File: config.mk
export PLATFORM = sky130hd
export DESIGN_NAME = cache_req_arbiter
export DESIGN_NICKNAME = d
export VERILOG_FILES = /design/src/rtl/cache_arb_pkg.sv /design/src/rtl/rr_pick.sv /design/src/rtl/cache_req_arbiter.sv
export SDC_FILE = /design/constraint.sdc
export NUM_CORES = 1
export LEC_CHECK = 0
export BUFFER_PORTS_ARGS = -buffer_cell sky130_fd_sc_hd__buf_2
export CAP_MARGIN = 5
export CORE_MARGIN = 2
export CORE_UTILIZATION = 46
export DETAILED_ROUTE_END_ITERATION = 8
export PLACE_DENSITY = 0.85
export SLEW_MARGIN = 20
export SYNTH_ARGS = -nofsm -noshare
export SYNTH_HDL_FRONTEND = slang
export SYNTH_SLANG_ARGS = --single-unit
File: constraint.sdc
create_clock -name CLK -period 3.55 [get_ports CLK]
set_input_delay 0.71 -clock CLK [delete_from_list [all_inputs] [get_ports CLK]]
set_output_delay 0.71 -clock CLK [all_outputs]
set_load 0.03 [all_outputs]
File: src/rtl/cache_arb_pkg.sv
// ---------------------------------------------------------------------------
// cache_arb_pkg : shared types and default widths for cache_req_arbiter
// Rev 1.0 : initial release
// ---------------------------------------------------------------------------
`default_nettype none

package cache_arb_pkg;

  localparam int ADDR_W_DEF = 24;
  localparam int DATA_W_DEF = 8;

  typedef enum logic [1:0] {
    IDLE  = 2'd0,
    ISSUE = 2'd1,
    WAIT  = 2'd2,
    RESP  = 2'd3
  } arb_state_t;

  // One requester's payload at the default cache port widths.
  typedef struct packed {
    logic                  rw;
    logic [ADDR_W_DEF-1:0] addr;
    logic [DATA_W_DEF-1:0] wdata;
  } req_t;

endpackage

`default_nettype wire

File: src/rtl/rr_pick.sv
// ---------------------------------------------------------------------------
// rr_pick : combinational round-robin selector, first valid at/after ptr
// Rev 1.0 : initial release
// ---------------------------------------------------------------------------
`default_nettype none

module rr_pick #(
  parameter int N  = 2,
  parameter int IW = 1
) (
  input  logic [N-1:0]  valid,
  input  logic [IW-1:0] ptr,
  output logic [N-1:0]  grant,
  output logic [IW-1:0] idx,
  output logic          any
);

  always_comb begin
    int j;
    grant = '0;
    idx   = '0;
    any   = 1'b0;
    j     = 0;
    for (int k = 0; k < N; k++) begin
      j = int'(ptr) + k;
      if (j >= N) j = j - N;
      if (!any && valid[j]) begin
        grant[j] = 1'b1;
        idx      = IW'(j);
        any      = 1'b1;
      end
    end
  end

endmodule

`default_nettype wire

File: src/rtl/cache_req_arbiter.sv
// ---------------------------------------------------------------------------
// cache_req_arbiter : round-robin share of one cache controller port, one
// transaction in flight. Optional WAIT timeout via CACHE_ARB_TIMEOUT_EN.
// Rev 1.0 : initial release
// ---------------------------------------------------------------------------
`default_nettype none

module cache_req_arbiter
  import cache_arb_pkg::*;
#(
  parameter int N_REQ       = 2,
  parameter int ADDR_W      = ADDR_W_DEF,
  parameter int DATA_W      = DATA_W_DEF,
  parameter int TIMEOUT_CYC = 64
) (
  input  logic                      CLK,
  input  logic                      RST,
  input  logic [N_REQ-1:0]          req_valid,
  input  logic [N_REQ-1:0]          req_rw,
  input  logic [N_REQ*ADDR_W-1:0]   req_addr,
  input  logic [N_REQ*DATA_W-1:0]   req_wdata,
  output logic [N_REQ-1:0]          req_ready,
  output logic [N_REQ-1:0]          rsp_valid,
  output logic [DATA_W-1:0]         rsp_rdata,
  output logic                      rsp_err,
  output logic                      Ejecute,
  output logic                      Lectura_Escritura,
  output logic [ADDR_W-1:0]         Direccion,
  output logic [DATA_W-1:0]         Dato_Entrada,
  input  logic                      Dato_Listo,
  input  logic [DATA_W-1:0]         Dato_Salida
);

  localparam int IW = (N_REQ > 1) ? $clog2(N_REQ) : 1;

  arb_state_t       state;
  logic [IW-1:0]    ptr;
  logic [N_REQ-1:0] gsel;
  logic [N_REQ-1:0] pick_grant;
  logic [IW-1:0]    pick_idx;
  logic             pick_any;
  logic [IW-1:0]    ptr_next;
  logic             tmo_hit;

  rr_pick #(
    .N  (N_REQ),
    .IW (IW)
  ) u_pick (
    .valid (req_valid),
    .ptr   (ptr),
    .grant (pick_grant),
    .idx   (pick_idx),
    .any   (pick_any)
  );

  assign ptr_next = (pick_idx == IW'(N_REQ - 1)) ? '0 : pick_idx + IW'(1);

`ifdef CACHE_ARB_TIMEOUT_EN
  localparam int TW = $clog2(TIMEOUT_CYC + 1);

  logic [TW-1:0] tmo_cnt;

  // Counts completed WAIT cycles; hits on the last allowed one.
  always_ff @(posedge CLK) begin
    if (RST) begin
      tmo_cnt <= '0;
    end else if (state == ISSUE) begin
      tmo_cnt <= '0;
    end else if (state == WAIT) begin
      tmo_cnt <= tmo_cnt + TW'(1);
    end
  end

  assign tmo_hit = (state == WAIT) && (tmo_cnt == TW'(TIMEOUT_CYC - 1));
`else
  // No timeout: WAIT is left only on Dato_Listo, so this is constant false.
  assign tmo_hit = (TIMEOUT_CYC < 0);
`endif

  always_ff @(posedge CLK) begin
    if (RST) begin
      state             <= IDLE;
      ptr               <= '0;
      gsel              <= '0;
      req_ready         <= '0;
      rsp_valid         <= '0;
      rsp_rdata         <= '0;
      rsp_err           <= 1'b0;
      Ejecute           <= 1'b0;
      Lectura_Escritura <= 1'b0;
      Direccion         <= '0;
      Dato_Entrada      <= '0;
    end else begin
      req_ready <= '0;
      rsp_valid <= '0;
      Ejecute   <= 1'b0;
      case (state)
        IDLE: begin
          if (pick_any) begin
            req_ready         <= pick_grant;
            gsel              <= pick_grant;
            Lectura_Escritura <= req_rw[pick_idx];
            Direccion         <= req_addr[pick_idx*ADDR_W +: ADDR_W];
            Dato_Entrada      <= req_wdata[pick_idx*DATA_W +: DATA_W];
            ptr               <= ptr_next;
            state             <= ISSUE;
          end
        end
        ISSUE: begin
          Ejecute <= 1'b1;
          state   <= WAIT;
        end
        WAIT: begin
          // A completion on the expiry cycle takes priority over the timeout.
          if (Dato_Listo) begin
            rsp_valid <= gsel;
            rsp_rdata <= Lectura_Escritura ? Dato_Salida : '0;
            rsp_err   <= 1'b0;
            state     <= RESP;
          end else if (tmo_hit) begin
            rsp_valid <= gsel;
            rsp_rdata <= '0;
            rsp_err   <= 1'b1;
            state     <= RESP;
          end
        end
        RESP: begin
          rsp_rdata         <= '0;
          rsp_err           <= 1'b0;
          Lectura_Escritura <= 1'b0;
          Direccion         <= '0;
          Dato_Entrada      <= '0;
          state             <= IDLE;
        end
        default: state <= IDLE;
      endcase
    end
  end

endmodule

`default_nettype wire

==> impl_metrics.ini, run 1 <==
[outcome]
outcome = complete, no violations

[logic_synthesis]
synth-seq-cells = 51
ys_types = 23
synthCells = 198
syn_avg_cell_area_sq_um = 10.5
syn-num-nets = 281
mappedNetlistArea_sq_mm = 0.00208
ys_seq_area_share_pct = 49.1
ys_warn_count = 0

[layout]
drive_gt1_share_pct = 42.7
final_cells = 368
nets = 398
finish.utilization_pct = 64.8
stdcell_area_sq_mm = 0.00282
antenna_cells = 0
area_growth_pct = 35.7

[floorplan]
chipHeight_um = 71.2
num_rows = 24
num_io_pins = 126
dieArea_sq_mm = 0.00507
coreArea_sq_mm = 0.00435
start_util_pct = 47.8
die_w_um = 71.2

[sta]
finalMaxSlewViolations = 0
slew_headroom_pct = 33.8
finalSetupViolations = 0
max_clock_freq_mhz = 485
skew_ps = 5.27
fin_crit_sh_pct = 58.1
setup_tns_ps = 0
rsz0062_at_grt = no
post-route-worst-setup-slack_ps = 1490
period_needed_ps = 2060
finalHoldViolCount = 0
worst_pin_slew_ps = 990
whs_ps = 455

[clocking]
cts_root_buf = clkbuf_8
cts_setup_buffers = 0
ctsResizeCount = 0
clockBufferDepth = 2
path_clk_slew_ps = 90
clock_sinks = 51
clkLatencyLatePin_ps = 300
cts_tree = yes
htreeDepth = 2
cts-hold-fix-buffers = 0
cts_made_buffers = 5

[worst_setup_path]
timing.rr.start = state[0]
crit_type = reg -> reg
worstPathMaxFanout = 33
crit_arrival_ps = 2280
required_ps = 3770
start_kind = flop
reg2reg_slack_ps = 1490
slowest_delay_ps = 950
r2r_cells = 4
endpoint_kind = flop
cp_cell_sequence = inv_1 -> ha_1 -> or4b_2 -> o2bb2ai_1
slowest_stage = or4b_2
reg2reg_to = Direccion[10]

[hold_path]
whs_path_depth = 2
hold_end = rsp_rdata[3]
hold_class = reg -> reg
min_from = rsp_rdata[3]

[placed_design]
pre_cts_ws_ps = 1130
place_area_sq_mm = 0.00269
globalplace.congestion = 0.783
numPortBuffers = 124
hpwl_um = 3800
placedCellCount = 360

[job]
maxCapViolCount = 0

[routing]
routed_wirelength_um = 4910
viasPerCell = 5.15
route.antenna.remaining_nets = 0
drc = 0
vias = 1894
drtIter0Drc = 74
first_pass_iters = 4
wl_per_cell_um = 13.3

[pwr]
total_leakage_power_nw = 1.47
power_mw = 2.11
peakVddDrop_uv = 400
power_density_mw_per_mm2 = 748

[global_routing]
grt_pass1_vias = 1802
grt_max_degree = 34
grt_pass1_wl_um = 7960
gr-total-overflow = 0
track_usage_pct = 19.5
antenna_found_initial = 0
-- critical path, delay by kind of cell (launching register included) --
kind                     cells  cell delay (ps)
flip-flops                   1              350
adder cells (fa/ha/maj)      1              280
AND/OR/NAND/NOR              1              950
buffers and inverters        1              100
AO/OA/AOI/OAI                1              270
-- power by group --
group	internal (mW)	total, mW	switching [mW]
clock	0.281	0.460	0.179
combinational	0.279	0.848	0.570
sequential	0.721	0.801	0.0803
total	1.28	2.11	0.829
-- layout by cell type (no fill, tap or decap) --
master / n
o21a_1: 1
nor3_1: 1
conb_1: 1
nor3b_1: 2
clkbuf_1: 1
a21oi_1: 14
bufinv_16: 2
clkbuf_8: 5
nand2_2: 1
buf_2: 124
buf_4: 1
o21ai_1: 1
nor2_2: 1
nand2_1: 12
or4b_2: 1
inv_1: 3
nand3_1: 9
nor2_1: 9
nand2b_1: 1
o2bb2ai_1: 33
dfxtp_1: 51
nor2b_1: 4
ha_1: 4
mux2i_1: 34
-- area by class of cell --
cell class / count / area [sq um]
clock buffers: 6 / 72.6
clock inverters: 2 / 60.1
fillers: 342 / 1530
inverters: 3 / 11.3
multi-input cells: 129 / 963
flip-flops and latches: 51 / 1020
well taps: 52 / 65.1
repair buffers: 125 / 628
-- flip-flops by register name, summed over array words and instances, names as in the netlist --
register and cells:
ptr 1, req_ready 2, Ejecute 1, rsp_valid 2, Dato_Entrada 8, Direccion 24
Lectura_Escritura 1, state 2, rsp_rdata 8, gsel 2
-- cells by family (layout without fill, tap and decap cells) --
family	count (synthesis)	count (layout)	synth area share, %
muxes	34	34	16.4
DFF	51	51	49.1
other	1	1	0.180
and+or+nand+nor	41	41	9.27
buffers and inverters	18	136	4.81
adders and majority gates	4	4	2.41
AOI/OAI and AO/OA	49	49	17.9
-- cell usage after synthesis --
master,count,area (sq um)
nand2b_1,1,6.26
mux2i_1,34,340
o21ai_1,1,5.00
inv_1,3,11.3
o2bb2ai_1,33,289
buf_4,1,7.51
nor3b_1,2,15.0
nor2_1,10,37.5
buf_1,1,3.75
nor3_1,1,5.00
nand2_1,13,48.8
ha_1,4,50.1
nand3_1,9,45.0
dfxtp_1,51,1020
nor2b_1,4,25.0
o21a_1,1,7.51
buf_6,3,33.8
or4b_1,1,10.0
buf_2,4,20.0
clkbuf_2,1,5.00
conb_1,1,3.75
a21oi_1,14,70.1
clkbuf_1,5,18.8
-- per-layer routing --
layer	vias to the layer above	wire (um)	GRT usage (%)
met5	-	0	0
met4	0	71	5.03
met3	8	476	5.91
met2	91	2430	34.8
met1	849	1940	22.6
li1	946	-	-
-- worst max path at each step --
stage / start / endpoint / slack (ps)
after floorplan: req_valid[1] / Dato_Entrada[0] / 1880
after detailed placement: RST / Direccion[1] / 1130
after global routing: state[0] / Dato_Entrada[5] / 1390
after global placement: RST / Direccion[20] / 1220
after CTS: state[0] / Direccion[10] / 1410
final: state[0] / Direccion[10] / 1490
Note: power is estimated with default switching activity, not from simulation.
==> run 2, diff against run 1 <==
--- a/config.mk
+++ b/config.mk
@@ -8,9 +8,9 @@
 export BUFFER_PORTS_ARGS = -buffer_cell sky130_fd_sc_hd__buf_2
 export CAP_MARGIN = 5
 export CORE_MARGIN = 2
-export CORE_UTILIZATION = 46
+export CORE_UTILIZATION = 38
 export DETAILED_ROUTE_END_ITERATION = 8
-export PLACE_DENSITY = 0.85
+export PLACE_DENSITY = 0.75
 export SLEW_MARGIN = 20
 export SYNTH_ARGS = -nofsm -noshare
 export SYNTH_HDL_FRONTEND = slang
==> constraint.sdc (replaced) <==
create_clock -name CLK -period 1.85 [get_ports CLK]
set_input_delay 0.37 -clock CLK [delete_from_list [all_inputs] [get_ports CLK]]
set_output_delay 0.37 -clock CLK [all_outputs]
set_load 0.03 [all_outputs]
==> impl_metrics.ini, run 2 (same netlist as run 1, synthesis figures left out) <==
[clocking]
path_clk_slew_ps = 90
clkLatencyLatePin_ps = 300
cts_setup_buffers = 0
clock_sinks = 51
cts-hold-fix-buffers = 0
htreeDepth = 2
cts_made_buffers = 5
cts_tree = yes
cts_root_buf = clkbuf_8
ctsResizeCount = 0
clockBufferDepth = 2

[layout]
seq_area_sq_mm = 0.00102
regMostFlops = Direccion
final_cell_mix = buf_2, dfxtp_1, mux2i_1
fillCellCount = 496
largest_register_ffs = 24
final_common_cell = buf_2
nets = 406
multi_input_area_sq_um = 963
drive_gt1_share_pct = 43.8
stdcell_area_sq_mm = 0.00287
antenna_cells = 0
top_regs = Direccion: 24 flops, Dato_Entrada: 8 flops, rsp_rdata: 8 flops
final_cells = 394
area_growth_pct = 37.8

[sta]
setup_tns_ps = 0
worst_pin_slew_ps = 560
max_clock_freq_mhz = 631
finalSetupViolations = 0
period_needed_ps = 1580
fin_crit_sh_pct = 85.6
slew_headroom_pct = 62.6
finalMaxSlewViolations = 0
rsz0062_at_grt = no
skew_ps = 4.75
post-route-worst-setup-slack_ps = 266
finalHoldViolCount = 0

[placed_design]
placedCellCount = 386
pre_cts_ws_ps = 258
hpwl_um = 3950
place_area_sq_mm = 0.00277
numPortBuffers = 124
globalplace.congestion = 0.759

[worst_setup_path]
slowest_delay_ps = 550
worstPathMaxFanout = 17
crit_buf_inv = 1
start_kind = flop
crit_start = state[0]
required_ps = 2080
cp_cell_sequence = ha_1 -> or4b_1 -> buf_4 -> o2bb2ai_1
slowest_stage = or4b_1
critPathTopFamily = simple AND/OR/NAND/NOR gates
endpoint_kind = flop
crit_arrival_ps = 1810
crit_type = reg -> reg
timing.rr.start = state[0]

[routing]
viasPerCell = 4.88
route.antenna.remaining_nets = 0
wl_per_cell_um = 12.9
drtIter0Drc = 49
drc = 0
first_pass_iters = 5
routed_wirelength_um = 5080
vias = 1923

[global_routing]
grt_max_degree = 20
antenna_found_initial = 1
track_usage_pct = 16.2
gr-total-overflow = 0
grt_pass1_wl_um = 7970
grt_pass1_vias = 1831

[floorplan]
coreArea_sq_mm = 0.00520
num_io_pins = 126
dieArea_sq_mm = 0.00608
start_util_pct = 40.0
die_w_um = 78.0
chipHeight_um = 78.0
num_rows = 26

[pwr]
power_density_mw_per_mm2 = 1360
total_leakage_power_nw = 1.49
peakVddDrop_uv = 670

[job]
maxCapViolCount = 0

[hold_path]
min_from = Dato_Salida[5]
hold_class = in -> reg

[outcome]
outcome = complete, no violations
## run 2: final timing paths
check | end | slack (ps) | cells after the start
hold reg to reg | rsp_rdata[5] | 450 | 2
hold / removal | rsp_rdata[5] | 320 | 3
setup / recovery | Dato_Entrada[3] | 270 | 4
setup reg to reg | Dato_Entrada[3] | 270 | 4
## run 2: layout make-up
class                   instances  share of cell area (%)
inverters                       3                   0.393
well taps                      70                    3.06
clock buffers                   7                    3.01
clock inverters                 1                   0.306
flip-flops and latches         51                    35.6
repair buffers                133                    24.0
multi-input cells             129                    33.6
## run 2: power by group
part / total, mW / internal (mW) / switching [mW]
registers: 1.54 / 1.38 / 0.154
clock network: 0.659 / 0.307 / 0.352
logic: 1.70 / 0.593 / 1.10
## run 2: routing by layer
metal  global-route usage (%)  wire [um]  vias to the layer above
met4                     4.21         48                        0
met2                     27.5       2380                       81
met5                        0          0                        -
li1                         -          -                      966
met3                     4.77        450                        6
met1                     19.9       2200                      870
## run 2: worst register-to-register path, stage by stage (launching register included)
cell	delay, ps
dfxtp_1	350
ha_1	240
or4b_1	550
buf_4	220
o2bb2ai_1	170
## run 2: metrics by stage
step / utilization (%) / power, mW / hold WS, ps
final: 55.1 / 3.89 / 317
after global routing: 55.1 / 4.14 / 315
after CTS: 55.1 / 3.94 / 309
after detailed placement: 53.2 / 3.28 / 440
after global placement: 53.2 / 3.23 / 437
after floorplan: - / 2.76 / 432
